## src/rtl/ram_wr_arbiter.sv

```systemverilog
// rtl/ram_wr_arbiter.sv - CPU/peripheral arbiter for the shared RAM/SFR write port
module ram_wr_arbiter #(
  parameter int DEPTH        = 4,
  parameter int STARVE_LIMIT = 8,
  parameter int ADDR_W       = 8,
  parameter int DATA_W       = 8
) (
  input  logic              clock,
  input  logic              reset,
  input  logic              cpu_wr_en,
  input  logic [ADDR_W-1:0] cpu_wr_addr,
  input  logic [DATA_W-1:0] cpu_wr_byte,
  output logic              cpu_stall,
  input  logic              per_wr_req,
  input  logic [ADDR_W-1:0] per_wr_addr,
  input  logic [DATA_W-1:0] per_wr_byte,
  output logic              per_wr_ready,
  output logic              ram_wr_en_data,
  output logic [ADDR_W-1:0] ram_wr_addr,
  output logic [DATA_W-1:0] ram_wr_byte,
  output logic              squash,
  output logic              drop_err
);

  localparam int PTR_W = $clog2(DEPTH);
  localparam int CNT_W = PTR_W + 1;
  localparam int STV_W = $clog2(STARVE_LIMIT + 1);

  logic [ADDR_W-1:0] fifo_addr [DEPTH];
  logic [DATA_W-1:0] fifo_data [DEPTH];
  logic [DEPTH-1:0]  fifo_valid;
  logic [DEPTH-1:0]  valid_next;
  logic [DEPTH-1:0]  squash_vec;
  logic [PTR_W-1:0]  rd_ptr;
  logic [PTR_W-1:0]  wr_ptr;
  logic [CNT_W-1:0]  count;
  logic [STV_W-1:0]  starve_cnt;

  logic fifo_empty;
  logic head_valid;
  logic issue_cpu;
  logic issue_per;
  logic push;
  logic pop;
  logic push_hit;

  // Ready and stall are pure decodes of registers so they never depend on same-cycle pops.
  assign fifo_empty   = (count == '0);
  assign per_wr_ready = (count != CNT_W'(DEPTH));
  assign cpu_stall    = (starve_cnt == STV_W'(STARVE_LIMIT));
  assign head_valid   = !fifo_empty && fifo_valid[rd_ptr];

  // A stalled CPU write is never taken; the head wins whenever it is valid and the CPU is not issuing.
  assign issue_cpu = cpu_wr_en && !cpu_stall;
  assign issue_per = head_valid && (cpu_stall || !cpu_wr_en);

  // Invalidated heads drain one per cycle alongside anything else.
  assign pop      = !fifo_empty && (!fifo_valid[rd_ptr] || issue_per);
  assign push     = per_wr_req && per_wr_ready;
  assign push_hit = push && issue_cpu && (per_wr_addr == cpu_wr_addr);

  // Match the issued CPU address against every valid entry and build the next valid vector.
  always_comb begin
    squash_vec = '0;
    for (int i = 0; i < DEPTH; i++) begin
      squash_vec[i] = issue_cpu && fifo_valid[i] && (fifo_addr[i] == cpu_wr_addr);
    end
    valid_next = fifo_valid & ~squash_vec;
    if (pop) begin
      valid_next[rd_ptr] = 1'b0;
    end
    if (push) begin
      valid_next[wr_ptr] = !push_hit;
    end
  end

  // FIFO pointers, occupancy and valid bits.
  always_ff @(posedge clock) begin
    if (reset) begin
      rd_ptr     <= '0;
      wr_ptr     <= '0;
      count      <= '0;
      fifo_valid <= '0;
    end else begin
      fifo_valid <= valid_next;
      count      <= count + CNT_W'(push) - CNT_W'(pop);
      if (pop) begin
        rd_ptr <= rd_ptr + 1'b1;
      end
      if (push) begin
        wr_ptr <= wr_ptr + 1'b1;
      end
    end
  end

  // FIFO payload storage; contents are only meaningful where the valid bit is set.
  always_ff @(posedge clock) begin
    if (push) begin
      fifo_addr[wr_ptr] <= per_wr_addr;
      fifo_data[wr_ptr] <= per_wr_byte;
    end
  end

  // Count consecutive CPU-occupied cycles that leave a valid head waiting.
  always_ff @(posedge clock) begin
    if (reset) begin
      starve_cnt <= '0;
    end else if (issue_per || fifo_empty) begin
      starve_cnt <= '0;
    end else if (head_valid && issue_cpu && !cpu_stall) begin
      starve_cnt <= starve_cnt + STV_W'(1);
    end
  end

  // Register the selected write and the status pulses onto the RAM side.
  always_ff @(posedge clock) begin
    if (reset) begin
      ram_wr_en_data <= 1'b0;
      ram_wr_addr    <= '0;
      ram_wr_byte    <= '0;
      squash         <= 1'b0;
      drop_err       <= 1'b0;
    end else begin
      ram_wr_en_data <= issue_cpu || issue_per;
      squash         <= (|squash_vec) || push_hit;
      drop_err       <= cpu_wr_en && cpu_stall;
      if (issue_per) begin
        ram_wr_addr <= fifo_addr[rd_ptr];
        ram_wr_byte <= fifo_data[rd_ptr];
      end else if (issue_cpu) begin
        ram_wr_addr <= cpu_wr_addr;
        ram_wr_byte <= cpu_wr_byte;
      end
    end
  end

endmodule

```

## config.mk

```make
export PLATFORM = sky130hd
export DESIGN_NAME = ram_wr_arbiter
export DESIGN_NICKNAME = d
export VERILOG_FILES = /design/src/rtl/ram_wr_arbiter.sv
export SDC_FILE = /design/constraint.sdc
export NUM_CORES = 1
export LEC_CHECK = 0
export CORE_UTILIZATION = 57
export DETAILED_ROUTE_END_ITERATION = 8
export DONT_BUFFER_PORTS = 1
export HOLD_SLACK_MARGIN = 0.02
export PLACE_DENSITY = 0.75
export SLEW_MARGIN = 20
export SYNTH_ARGS = -nofsm -noshare
export SYNTH_HDL_FRONTEND = slang
export SYNTH_SLANG_ARGS = --single-unit
```

## constraint.sdc

```tcl
create_clock -name clock -period 2.4 [get_ports clock]
set_input_delay 0.24 -clock clock [delete_from_list [all_inputs] [get_ports clock]]
set_output_delay 0.24 -clock clock [all_outputs]
set_load 0.01 [all_outputs]
```

==> results.yml, run 1 <==
synth:
  synth_warnings: 0
  synth.ff_latch_count: 100
  ys.flop_type: "edfxtp_1"
  synth-adder-area-share: 0.0366
  yosys.area_share.simple: 0.122
  synth_cell_type_count: 39
  synth.yosys.seq_area_share: 0.569
  synth_edf_count: 64
  mappedNetlistArea_um2: 4640
  synth_compound_area_frac: 0.0641
  synth_xor_area_frac: 0.0830
  synth_fp_nets: 404
  synth_top_family_by_area: "simple AND/OR/NAND/NOR gates"
  synthArstFlopShare: 0
  synth.area.mux_share: 0.0849
  synth_cells: 355
  syn_area_per_cell_um2: 13.1
job:
  cap_violations: 0
setup_path:
  worstPathArrival_ns: 2.62
  startpoint_type: "flip-flop"
  path_class: "reg -> reg"
  crit_required_ns: 2.66
  critPathCaptureType: "flip-flop"
  cp_max_fo: 4
finish:
  fill_cells: 576
  register_area_um2: 2640
  syn2layout_area_growth_pct: 11.5
  fin_util: 0.663
  final_layout_size_suffix_gt1_frac: 0.191
  n_antenna_cell: 0
  multi_input_area_um2: 1830
  nets: 421
  final_area_um2: 5180
place:
  gp_congestion: 0.847
  port_buffers: 0
  hpwlAfterDp_mm: 6.54
  dpl_cell_area_um2: 4720
routing:
  wl_mm: 9.24
  drt_iter0_drc: 160
  detail_route.wl_per_cell_um: 19.3
  route.met2.wl_mm: 4.48
  firstDrtPassIters: 6
  ant_nets: 0
  drt-met1-wl_mm: 3.94
  dr.max_layer_used: "met4"
  vias: 2765
  drc: 0
  viasPerCell: 5.77
  met3_length_um: 657
sta:
  setup_violations: 0
  max_freq_mhz: 424
  hold_viol_final: 0
  worstMarginPinSlew_ns: 0.782
  fin_skew_ns: 0.0121
  drv_slew: 0
  holdWs_ns: 0.0510
  layout_min_cycle_time_ns: 2.36
  post-route-period-util: 0.983
  slew_headroom: 0.478
die:
  core-area_um2: 7810
  die_h_um: 92.3
  dieWidth_um: 92.3
  io-pin-count: 57
  dieArea_um2: 8510
  rows: 32
  start_util: 0.595
power:
  power_density_nw_per_um2: 942
  peakVddDrop_mv: 0.527
  leakagePower_uw: 0.00172
clock_network:
  post_cts.repair.setup_buffers: 0
  cts.clk_slew.worst_paths_ns: 0.10
  root_buffer: "clkbuf_8"
  clockBufferDepth: 2
  tritoncts: "yes"
  worstSkewPairLatency_ns: 0.36
  h-tree-depth: 3
  numCtsBuffers: 9
  numClockSinks: 100
grt:
  grt_overflow: 0
  grt_pass1_vias: 2819
  grt_max_degree: 36
  antenna_found_initial: 0
  track_usage: 0.231
  grt_pass1_wl_mm: 14.4
status:
  status: "finished, final reports clean"
worst_hold_path:
  worstHoldPathType: "in -> reg"
## worst max-delay path, stage by stage, from the launching register on
cell	delay [ns]
dfxtp_2	0.38
mux4_2	0.56
a31oi_4	0.17
ha_1	0.15
inv_1	0.04
ha_1	0.19
fa_2	0.38
xnor2_2	0.15
xnor2_1	0.17
nor2_1	0.06
## power breakdown
| part | switching, µW | leakage [µW] | total, µW | internal, µW |
|---|---|---|---|---|
| Clock | 586 | 0.000122 | 1290 | 700 |
| Combinational | 653 | 0.000715 | 1320 | 662 |
| Sequential | 215 | 0.000883 | 2280 | 2060 |
| Total | 1450 | 0.00172 | 4880 | 3420 |
## layout by cell type, fill, tap and decap left out, types with 9 or more instances in the layout
cell            n
nand2_2         9
nand2_1        34
nand3_1        10
edfxtp_1       64
xnor2_1        43
nor2_1         28
clkbuf_8        9
mux4_2         17
dlygate4sd3_1  18
dfxtp_1        35
a311oi_2        9
ha_1           12
inv_1          14
buf_4          11
## routing by layer
layer	track usage	vias up
li1	-	1312
met1	0.302	1332
met2	0.369	106
met3	0.0605	15
met4	0.0872	0
met5	0	-
## final cells by class
cell class / instances / area share
clock inverters: 7 / 0.0232
repair buffers: 30 / 0.0546
inverters: 14 / 0.0102
clock buffers: 9 / 0.0239
well taps: 102 / 0.0247
flip-flops and latches: 100 / 0.511
multi-input cells: 217 / 0.353
## kinds of logic after synthesis
family | after synthesis
AO/OA/AOI/OAI | 30
XOR/XNOR | 44
adder cells (fa/ha/maj) | 13
buffers and inverters | 38
flip-flops | 100
multiplexers | 18
AND/OR/NAND/NOR | 112
## state kept, by name, indices dropped and copies added, names as in the netlist, named ones only
register / cells
count: 3
starve_cnt: 4
ram_wr_addr: 8
rd_ptr: 2
fifo_valid: 4
squash: 1
wr_ptr: 2
fifo_addr: 32
ram_wr_byte: 8
ram_wr_en_data: 1
fifo_data: 32
drop_err: 1
## synthesized netlist by cell type, types with 8 or more instances
| master | n | area, µm² |
|---|---|---|
| a21oi_1 | 8 | 40.0 |
| clkbuf_1 | 12 | 45.0 |
| mux4_2 | 17 | 383 |
| a311oi_2 | 9 | 135 |
| inv_1 | 14 | 52.6 |
| dfxtp_1 | 36 | 721 |
| edfxtp_1 | 64 | 1920 |
| nand2_2 | 9 | 56.3 |
| ha_1 | 12 | 150 |
| nor2_1 | 28 | 105 |
| nand2_1 | 34 | 128 |
| nand3_1 | 10 | 50.1 |
| nand4_1 | 8 | 50.1 |
| xnor2_1 | 44 | 385 |
## metrics by stage
step	setup slack [ns]	setup TNS, ns	instances	total power, µW
6_report	0.0413	0	479	4880
4_1_cts	0.0416	0	478	4860
5_1_grt	-0.0259	-0.0259	479	5110
3_3_place_gp	0.132	0	444	3480
3_5_place_dp	0.0109	0	444	3540
2_1_floorplan	0.00442	0	355	3250
## timing repair
| item | 4_1_cts | 5_1_grt |
|---|---|---|
| hold endpoints to repair | 96 | 2 |
| hold buffers | 18 | 1 |
| pin swaps | 0 | 0 |
| endpoints found under the setup margin | 1 | 1 |
| gates resized for setup | 1 | 2 |
## worst paths after layout
kind             startpoint  slack (ns)  depth (start not counted)        endpoint
max               rd_ptr[1]        0.04                          9        count[2]
min          cpu_wr_byte[4]        0.05                          2  ram_wr_byte[4]
max reg2reg       rd_ptr[1]        0.04                          9        count[2]
min reg2reg   starve_cnt[1]        0.51                          2   starve_cnt[1]
(Power assumes the default switching activity.)
==> run 2: changes to the inputs <==
--- a/config.mk
+++ b/config.mk
@@ -5,6 +5,7 @@
 export SDC_FILE = /design/constraint.sdc
 export NUM_CORES = 1
 export LEC_CHECK = 0
+export CORE_ASPECT_RATIO = 0.6
 export CORE_UTILIZATION = 57
 export DETAILED_ROUTE_END_ITERATION = 8
 export DONT_BUFFER_PORTS = 1
==> results.yml, run 2 (synthesized netlist as in run 1, its figures left out) <==
setup_path:
  worstPathArrival_ns: 2.61
  critPathCaptureType: "flip-flop"
  cp_max_fo: 4
  path_class: "reg -> reg"
  crit_required_ns: 2.63
  startpoint_type: "flip-flop"
routing:
  drc: 0
  firstDrtPassIters: 5
  ant_nets: 0
  vias: 2874
  drt_iter0_drc: 309
  viasPerCell: 5.89
  wl_mm: 10.1
  detail_route.wl_per_cell_um: 20.7
grt:
  grt_max_degree: 34
  track_usage: 0.253
  grt_overflow: 0
  grt_pass1_vias: 2818
  antenna_found_initial: 1
  grt_pass1_wl_mm: 15.6
sta:
  worstMarginPinSlew_ns: 0.826
  layout_min_cycle_time_ns: 2.38
  hold_viol_final: 0
  max_freq_mhz: 421
  rsz0062_at_grt: "yes"
  fin_skew_ns: 0.00477
  setup_violations: 0
  slew_headroom: 0.449
  post-route-period-util: 0.990
  drv_slew: 0
status:
  status: "finished, final reports clean"
finish:
  nets: 424
  fin_util: 0.669
  top_regs: "fifo_addr: 32 flops, fifo_data: 32 flops"
  final_common_cell: "edfxtp_1"
  fill_cells: 572
  final_layout_size_suffix_gt1_frac: 0.208
  fin_cells: 488
  final_area_um2: 5280
  final_cell_mix: "edfxtp_1, xnor2_1, dfxtp_1"
  syn2layout_area_growth_pct: 13.6
  n_antenna_cell: 0
power:
  peakVddDrop_mv: 0.568
  power_density_nw_per_um2: 962
  leakagePower_uw: 0.00176
  totalPowerFinal_uw: 5080
clock_network:
  numCtsBuffers: 9
  root_buffer: "clkbuf_16"
  cts.clk_slew.worst_paths_ns: 0.07
  numClockSinks: 100
  h-tree-depth: 3
  worstSkewPairLatency_ns: 0.34
  clockBufferDepth: 2
  tritoncts: "yes"
die:
  dieWidth_um: 119
  dieArea_um2: 8520
  core-area_um2: 7880
  die_h_um: 71.9
  io-pin-count: 57
  rows: 25
  start_util: 0.589
place:
  gp_congestion: 0.953
  dpl_cell_area_um2: 4740
  hpwlAfterDp_mm: 6.92
  place_inst: 452
  port_buffers: 0
worst_hold_path:
  worstHoldPathType: "in -> reg"
job:
  cap_violations: 0
[run 2: changes by cell type in the layout (fill, tap and decap cells not counted), sizes merged]
cell,change
buf,+5
bufinv,-3
clkbuf,+4
clkinv,+2
dlygate4sd3,-2
inv,-3
[run 2: where the power goes]
part	leakage, µW	switching [µW]	internal, µW
clock network	0.000145	590	793
registers	0.000884	160	2070
logic	0.000727	744	722
total	0.00176	1490	3580
[run 2: timing repair]
action / CTS / global route
hold buffers: 17 / 0
setup endpoints to repair: 0 / 1
setup buffers: 0 / 3
endpoints found under the hold margin: 96 / 0
gates resized for setup: 0 / 8
[run 2: worst paths after layout]
kind,startpoint,to,slack (ns),depth (start not counted)
worst max register to register,rd_ptr[1],count[2],0.02,9
worst min-delay path,per_wr_req,wr_ptr[1],0.05,2
worst max-delay path,rd_ptr[1],count[2],0.02,9
worst min register to register,fifo_valid[3],fifo_valid[3],0.50,2
[run 2: area by class of cell]
| class | instances | area [µm²] | area share |
|---|---|---|---|
| inverter | 14 | 52.6 | 0.00996 |
| sequential | 100 | 2650 | 0.502 |
| multi-input combinational | 217 | 1850 | 0.351 |
| timing repair buffer | 33 | 300 | 0.0569 |
| tap | 108 | 135 | 0.0256 |
| clock buffer | 13 | 272 | 0.0515 |
| clock inverter | 3 | 18.8 | 0.00356 |
[run 2: worst max-delay path, stage by stage (launching register included)]
cell     delay, ns
dfxtp_4       0.36
mux4_2        0.55
a31oi_4       0.25
ha_4          0.16
inv_2         0.04
ha_4          0.15
fa_2          0.38
xnor2_2       0.19
xnor2_1       0.14
nor2_1        0.06
[run 2: routing by layer]
metal	share of wire	vias to the layer above	global-route usage
met5	0	-	0
li1	-	1319	-
met1	0.46	1421	0.363
met3	0.089	6	0.0794
met2	0.44	128	0.372
met4	0.0071	0	0.0816
[run 2: per-stage QoR]
step | worst slack (ns) | TNS [ns] | hold slack (ns)
floorplan | 0.00442 | 0 | 0.312
global placement | 0.137 | 0 | 0.313
detailed placement | 0.0388 | 0 | 0.313
CTS | 0.0108 | 0 | 0.0425
global route | -0.0846 | -0.0846 | 0.0508
finish | 0.0250 | 0 | 0.0546
